[src/rtl/mem_arb.sv]
// mem_arb: arbitrates ifetch and LSB requests onto one byte-serial memory controller.
// Define MEM_ARB_STARVE_EN to let a pending ifetch win after STARVE_LIM consecutive LSB grants.
module mem_arb #(
    parameter int STARVE_LIM = 4,
    parameter int IF_BYTES   = 8
) (
    input  logic                  clk,
    input  logic                  rst,
    input  logic                  rdy,
    input  logic                  rollback,
    input  logic                  if_en,
    input  logic [31:0]           if_pc,
    output logic                  if_done,
    output logic [8*IF_BYTES-1:0] if_data,
    input  logic                  lsb_en,
    input  logic                  lsb_rw,
    input  logic [31:0]           lsb_addr,
    input  logic [2:0]            lsb_len,
    input  logic [31:0]           lsb_w_data,
    output logic                  lsb_done,
    output logic [31:0]           lsb_r_data,
    output logic                  mc_en,
    output logic                  mc_rw,
    output logic [31:0]           mc_addr,
    output logic [3:0]            mc_len,
    output logic [31:0]           mc_w_data,
    input  logic                  mc_done,
    input  logic [8*IF_BYTES-1:0] mc_r_data
);
    typedef enum logic [2:0] {IDLE, GAP, BUSY_IF, BUSY_LSB, DRAIN} state_t;
    state_t                r_state, w_next;
    logic                  r_if_done, r_lsb_done, r_mc_en, r_mc_rw;
    logic [8*IF_BYTES-1:0] r_if_data;
    logic [31:0]           r_lsb_r_data, r_mc_addr, r_mc_w_data;
    logic [3:0]            r_mc_len;
    logic                  w_gnt_if, w_gnt_lsb, w_done_if, w_done_lsb, w_flush, w_starve;

`ifdef MEM_ARB_STARVE_EN
    logic [3:0] r_cnt;
    assign w_starve = if_en && r_cnt == 4'(STARVE_LIM);
    always_ff @(posedge clk) begin
        if (rst)
            r_cnt <= '0;
        else if (rdy) begin
            if (w_gnt_if || (r_state == IDLE && !if_en))
                r_cnt <= '0;
            else if (w_gnt_lsb && if_en)
                r_cnt <= r_cnt + 4'd1;
        end
    end
`else
    assign w_starve = STARVE_LIM < 0;
`endif

    // Stores are never flushed: once issued they must reach memory.
    always_comb begin
        w_next     = r_state;
        w_gnt_if   = 1'b0;
        w_gnt_lsb  = 1'b0;
        w_done_if  = 1'b0;
        w_done_lsb = 1'b0;
        w_flush    = rollback && (r_state == BUSY_IF || (r_state == BUSY_LSB && !r_mc_rw));
        case (r_state)
            IDLE: begin
                w_gnt_lsb = !rollback && lsb_en && !w_starve;
                w_gnt_if  = !rollback && if_en && !w_gnt_lsb;
                w_next    = w_gnt_if ? BUSY_IF : w_gnt_lsb ? BUSY_LSB : IDLE;
            end
            GAP: w_next = IDLE;
            BUSY_IF, BUSY_LSB: begin
                w_done_if  = mc_done && !w_flush && r_state == BUSY_IF;
                w_done_lsb = mc_done && !w_flush && r_state == BUSY_LSB;
                w_next     = mc_done ? GAP : w_flush ? DRAIN : r_state;
            end
            DRAIN: w_next = mc_done ? GAP : DRAIN;
            default: w_next = IDLE;
        endcase
    end

    always_ff @(posedge clk) begin
        if (rst) begin
            r_state      <= IDLE;
            r_if_done    <= 1'b0;
            r_lsb_done   <= 1'b0;
            r_if_data    <= '0;
            r_lsb_r_data <= '0;
            r_mc_en      <= 1'b0;
            r_mc_rw      <= 1'b0;
            r_mc_addr    <= '0;
            r_mc_len     <= '0;
            r_mc_w_data  <= '0;
        end else if (rdy) begin
            r_state    <= w_next;
            r_if_done  <= w_done_if;
            r_lsb_done <= w_done_lsb;
            if (w_done_if)
                r_if_data <= mc_r_data;
            if (w_done_lsb)
                r_lsb_r_data <= mc_r_data[31:0];
            if (w_gnt_if || w_gnt_lsb) begin
                r_mc_en     <= 1'b1;
                r_mc_rw     <= w_gnt_lsb && lsb_rw;
                r_mc_addr   <= w_gnt_lsb ? lsb_addr : if_pc;
                r_mc_len    <= w_gnt_lsb ? {1'b0, lsb_len} : 4'(IF_BYTES);
                r_mc_w_data <= w_gnt_lsb ? lsb_w_data : '0;
            end else if (w_next == GAP) begin
                r_mc_en <= 1'b0;
            end
        end
    end

    // Done pulses are held in their registers while rdy is low and shown once it returns.
    assign if_done    = r_if_done && rdy;
    assign lsb_done   = r_lsb_done && rdy;
    assign if_data    = r_if_data;
    assign lsb_r_data = r_lsb_r_data;
    assign mc_en      = r_mc_en;
    assign mc_rw      = r_mc_rw;
    assign mc_addr    = r_mc_addr;
    assign mc_len     = r_mc_len;
    assign mc_w_data  = r_mc_w_data;
endmodule

[config.mk]
export PLATFORM = sky130hd
export DESIGN_NAME = mem_arb
export DESIGN_NICKNAME = d
export VERILOG_FILES = /design/src/rtl/mem_arb.sv
export SDC_FILE = /design/constraint.sdc
export NUM_CORES = 1
export LEC_CHECK = 0
export CAP_MARGIN = 20
export CORE_AREA = 2 2 167 120
export DETAILED_ROUTE_END_ITERATION = 16
export DIE_AREA = 0 0 169 122
export GPL_TIMING_DRIVEN = 0
export PLACE_DENSITY = 0.82
export SYNTH_ARGS = -nofsm -noshare
export SYNTH_HDL_FRONTEND = slang
export SYNTH_SLANG_ARGS = --single-unit
[constraint.sdc]
create_clock -name clk -period 1.9 [get_ports clk]
set_clock_uncertainty 0.2 [all_clocks]
set_input_delay 0.38 -clock clk [delete_from_list [all_inputs] [get_ports clk]]
set_output_delay 0.38 -clock clk [all_outputs]
set_load 0.005 [all_outputs]
# Word-level counts from Yosys, hierarchy flattened
# Cells that the tools add are included.
[classes]
mux = 15
n_eq_ne = 4
n_addsub = 0
n_reduce_logical = 24
shifts = 0
order_cmp = 0
n_mul = 0
div_mod_pow = 0
bitwise = 0
[ops]
columns = ["op", "count"]
rows = [
  ["32-bit two-way mux", 2],
  ["1-bit logical AND", 11],
  ["3-bit two-way mux", 3],
  ["3-bit one-hot mux with 3 select lines", 1],
  ["2-bit AND reduction", 4],
  ["3-bit by 2-bit == test with 1-bit output, second input constant", 2],
  ["1-bit two-way mux", 6],
  ["1-bit zero test", 4],
  ["2-bit two-way mux", 2],
  ["4-bit two-way mux", 1],
  ["3-bit by 1-bit == test with 1-bit output, second input constant", 1],
  ["3-bit == test, second input constant", 1],
  ["3-bit zero test", 1],
  ["1-bit logical OR", 2],
  ["2-bit nonzero test", 1],
  ["2-bit OR reduction", 1],
]
[word_totals]
out_inout_bits = 168
n_memories = 0
word_cells = 53
register_bits = 171
mem_bits_ro = 0
latch_bits = 0
ram_bits = 0

# Longest topological paths before layout
[logic_depth]
depth_word = 10
mapped_depth = 7
mapped_depth_nobuf = 3

# Least setup slack after synthesis
# OpenSTA, ideal clock, no wires.
[synth_path]
kind = "input to register"
startpoint = "input port lsb_en"
endpoint = "register r_mc_w_data[10], in the netlist mc_w_data[10]"
cell_stages = 6
setup_time_ps = 59
t_arrival_ps = 1694
setup_slack_ps = -53
t_required_ps = 1641
path_cell_list = "clkbuf_1 or2_2 clkbuf_1 a31oi_2 buf_2 a22o_1"
[synth_via]
elab_chain_len = 6
word_cells_on_any_way = 8
cone_classes = "mux: 3; reduce/logical: 5"
[synth_lines]
columns = ["element", "line_no", "rtl"]
rows = [
  ["start: declaration", "15", "input logic lsb_en,"],
  ["1-bit logical AND (*)", "65", "w_gnt_lsb = !rollback && lsb_en && !w_starve;"],
  ["1-bit zero test", "66", "w_gnt_if = !rollback && if_en && !w_gnt_lsb;"],
  ["1-bit logical AND", "66", ""],
  ["1-bit two-way mux", "63", "case (r_state)"],
  ["1-bit logical OR", "100", "if (w_gnt_if || w_gnt_lsb) begin"],
  ["2-bit AND reduction (no source line)", "-", ""],
  ["end signal: assignment", "105", "r_mc_w_data <= w_gnt_lsb ? lsb_w_data : '0;"],
  ["end: declaration", "34", "logic [31:0] r_lsb_r_data, r_mc_addr, r_mc_w_data;"],
]
# Every way passes the cells marked *; elsewhere a longest branch is shown, timed or not.
# A chain may end at the register's enable or synchronous reset.

# Final worst setup path
[layout_path]
startpoint = "input port if_en"
endpoint = "register r_mc_addr[11], in the netlist mc_addr[11]"
[layout_via]
elab_chain_len = 5
[layout_lines]
columns = ["element", "line_no", "rtl"]
rows = [
  ["start: declaration", "11", "input logic if_en,"],
  ["1-bit logical AND (2 in a row)", "66", ""],
  ["1-bit two-way mux", "63", ""],
  ["1-bit logical OR", "100", ""],
  ["2-bit AND reduction (no source line)", "-", ""],
  ["end signal: assignment", "103", "r_mc_addr <= w_gnt_lsb ? lsb_addr : if_pc;"],
  ["end: declaration", "34", ""],
]
# No other way between the ends.

==> flow_summary.yaml <==
global_routing:
  overflow: 0
  grt_max_degree: 20
  antenna_found_initial: 2
  grt_first_pass_wirelength_mm: 40.7
  grt_usage: 0.251
  grt_pass1_vias: 7312
setup_path:
  end_kind: "flop"
  worstPathMaxFanout: 10
  r2r-end: "mc_addr[18]"
  cp.depth: 7
  cpPeakStageDelay_ns: 0.39
  critPathTopFamily: "buffers and inverters"
  crit_slowest_cell: "clkdlybuf4s50_1"
  crit_required_ns: 2.03
  r2r_start: "r_state[0]"
  crit_chain: "clkdlybuf4s50_1, or2_2, clkbuf_8, and3_1, clkbuf_4, buf_4, a311oi_1"
  cp-start-kind: "input pin"
  cp_num_buf_inv: 4
  cp.arrival_ns: 2.00
  worstSetupPathType: "in -> reg"
  r2r_slack_ns: 0.04
  reg2reg_depth: 6
route:
  drt_iter0_markers: 663
  firstDrtPassIters: 5
  final_antenna_net_count: 0
  avgRoutedWirePerCell_microns: 19.7
  vias_per_cell: 5.48
  drc: 0
  routed-via-count: 7635
  wirelength_mm: 27.4
sta:
  slew_headroom: 0.585
  setup_viol: 0
  slew_viol_final: 0
  rsz0062_at_grt: "yes"
  worst_pin_slew_ns: 0.622
  max_freq_mhz: 533
  period_needed_ns: 1.87
  fin_crit_sh: 0.987
  hold_viol: 0
  finalSetupTns_ns: 0
synth:
  synth_ff_type: "dfxtp_1"
  avgSynthCellArea_sq_um: 9.11
  ys_types: 38
  netlist_area_sq_mm: 0.00690
  synth_edf_count: 0
  synth.top_cell.area_share: 0.496
  synthCells: 758
  yosysMostFrequentCell: "dfxtp_1"
  ys_top_cells_by_area: "dfxtp_1 50%, o21ai_0 7.2%, a21oi_1 4.7%"
  ys_ff_latch: 171
  netlist_top_cells_count: "171 x dfxtp_1, 99 x o21ai_0, 66 x clkbuf_1, 66 x nand2_1, 65 x a21oi_1"
  synth_top_area_cell: "dfxtp_1"
  yosysSeqAreaShare: 0.496
  synth_nets: 929
  async_flop_share: 0
  yosys_warnings: 0
clock_network:
  cts_tree: "yes"
  cts_root_buffer: "clkbuf_16"
  cts_max_level: 4
  numCtsBuffers: 17
  cts_hold_buffers: 0
  cts.sinks: 171
  clk_pin_slew_ns: 0.07
  clock_path_buffers: 2
  clock_latency_ns: 0.41
power_and_ir_drop:
  pwr-share-seq: 0.445
  clock_power_share: 0.404
  combPwrFrac: 0.152
  intPower_mw: 6.12
  switching_share: 0.269
  switchingPower_mw: 2.25
  ir_drop_v: 0.000583
  leakage_nw: 4.88
  powerDensity_mw_per_mm2: 709
floorplan:
  die_x_microns: 169
  ioPinCount: 339
  die_y_microns: 122
  placementRows: 43
  core-area_sq_mm: 0.0193
  start_util: 0.358
  dieArea_sq_mm: 0.0206
cells_and_area:
  final_nets: 1301
  syn_to_final_growth_pct: 70.9
  stdcell_count: 1392
  fillCellCount: 1606
  drive_gt1_frac: 0.120
run_status:
  status: "finished clean"
min_path:
  min-delay-start: "lsb_en"
  hold_end: "mc_addr[31]"
  whs_path_depth: 3
  hp-class: "in -> reg"
placed_design:
  io_buffers: 337
  gp_congestion: 0.922
  place_inst: 1342
  hpwlAfterDp_mm: 19.7
flow_run:
  max_cap_viol_count: 0
-- cell families after synthesis --
family | count (synthesis) | synth area share
simple gates | 184 | 0.148
mux | 32 | 0.0464
compound gates | 276 | 0.248
buf+inv | 95 | 0.0614
flops | 171 | 0.496
-- per-layer routing --
metal | track usage | vias up | share of wire
li1 | - | 3559 | -
met1 | 0.319 | 3691 | 0.42
met2 | 0.409 | 347 | 0.47
met3 | 0.0848 | 38 | 0.090
met4 | 0.0689 | 0 | 0.019
met5 | 0 | - | 0
-- worst min-delay path, stage by stage --
cell,delay [ns]
clkbuf_2,0.16
nand4b_1,0.11
a311oi_1,0.08
-- how the worst max path moves through the flow --
stage | from | to | slack, ns
after floorplan | r_state[0] | mc_w_data[10] | -0.004
after global placement | rst | if_data[10] | -1.11
after detailed placement | rst | if_data[10] | -1.15
after CTS | r_state[0] | mc_w_data[26] | -0.07
after global routing | r_state[0] | if_data[25] | -0.03
final | if_en | mc_addr[11] | 0.03
-- layout by cell type (no fill, tap or decap), types with 2 or more instances in the layout --
| master | instances |
|---|---|
| a21oi_1 | 65 |
| nor2b_1 | 3 |
| nor2_1 | 2 |
| or2_2 | 2 |
| nand2b_1 | 2 |
| buf_2 | 6 |
| buf_12 | 6 |
| buf_4 | 17 |
| a311oi_2 | 7 |
| clkbuf_2 | 14 |
| inv_6 | 7 |
| inv_1 | 2 |
| a31oi_1 | 34 |
| nor4_4 | 2 |
| buf_6 | 11 |
| dfxtp_2 | 12 |
| o21ai_1 | 5 |
| clkbuf_1 | 36 |
| o21ai_0 | 93 |
| nand3_1 | 64 |
| dfxtp_1 | 158 |
| clkinv_2 | 2 |
| inv_8 | 3 |
| a22o_1 | 36 |
| clkbuf_4 | 11 |
| clkbuf_8 | 3 |
| and2_1 | 2 |
| nand4b_1 | 33 |
| o31a_1 | 2 |
| diode_2 | 2 |
| mux2i_1 | 32 |
| clkbuf_16 | 20 |
| dlymetal6s2s_1 | 47 |
| nand2_1 | 65 |
| a311oi_1 | 25 |
| buf_8 | 4 |
| dlygate4sd2_1 | 9 |
| clkdlybuf4s50_1 | 279 |
-- timing repair --
item | in CTS | in global routing
pin swaps | 4 | 3
gates resized for setup | 78 | 112
setup buffers | 11 | 4
setup endpoints to repair | 184 | 214
cloned | 0 | 4
-- through the flow --
step           worst slack, ns  total power, mW  utilization  instance area (sq um)  hold WS [ns]
2_1_floorplan         -0.00358             4.24            -                   6930         0.251
3_3_place_gp             -1.11             4.95        0.551                  10600         0.242
3_5_place_dp             -1.15             4.96        0.551                  10600         0.246
4_1_cts                -0.0717             8.36        0.592                  11400         0.141
5_1_grt                -0.0277             8.69        0.613                  11800         0.157
6_report                0.0251             8.37        0.613                  11800         0.164
-- area by class of cell --
cell class | instances | area [sq um] | share of cell area
buffer | 89 | 598 | 0.0507
clock inverter | 14 | 121 | 0.0103
antenna | 2 | 5.00 | 0.000424
timing repair buffer | 356 | 3710 | 0.315
inverter | 3 | 11.3 | 0.000954
multi-input combinational | 492 | 3160 | 0.268
tap | 247 | 309 | 0.0262
clock buffer | 18 | 439 | 0.0372
sequential | 171 | 3440 | 0.292
-- flip-flops by register name (all words and copies together), names as in the netlist --
name        cells
mc_w_data      32
lsb_r_data     32
mc_addr        32
mc_len          4
if_data        64
mc_en           1
mc_rw           1
r_state         3
r_lsb_done      1
r_if_done       1
-- power groups by stage --
stage               logic, mW  registers, mW  clock network, mW
global placement         1.15           3.80                  0
global route             1.35           3.73               3.60
CTS                      1.22           3.72               3.42
finish                   1.27           3.72               3.38
floorplan               0.440           3.80                  0
detailed placement       1.16           3.80                  0
Note: power is estimated with default switching activity, not from simulation.
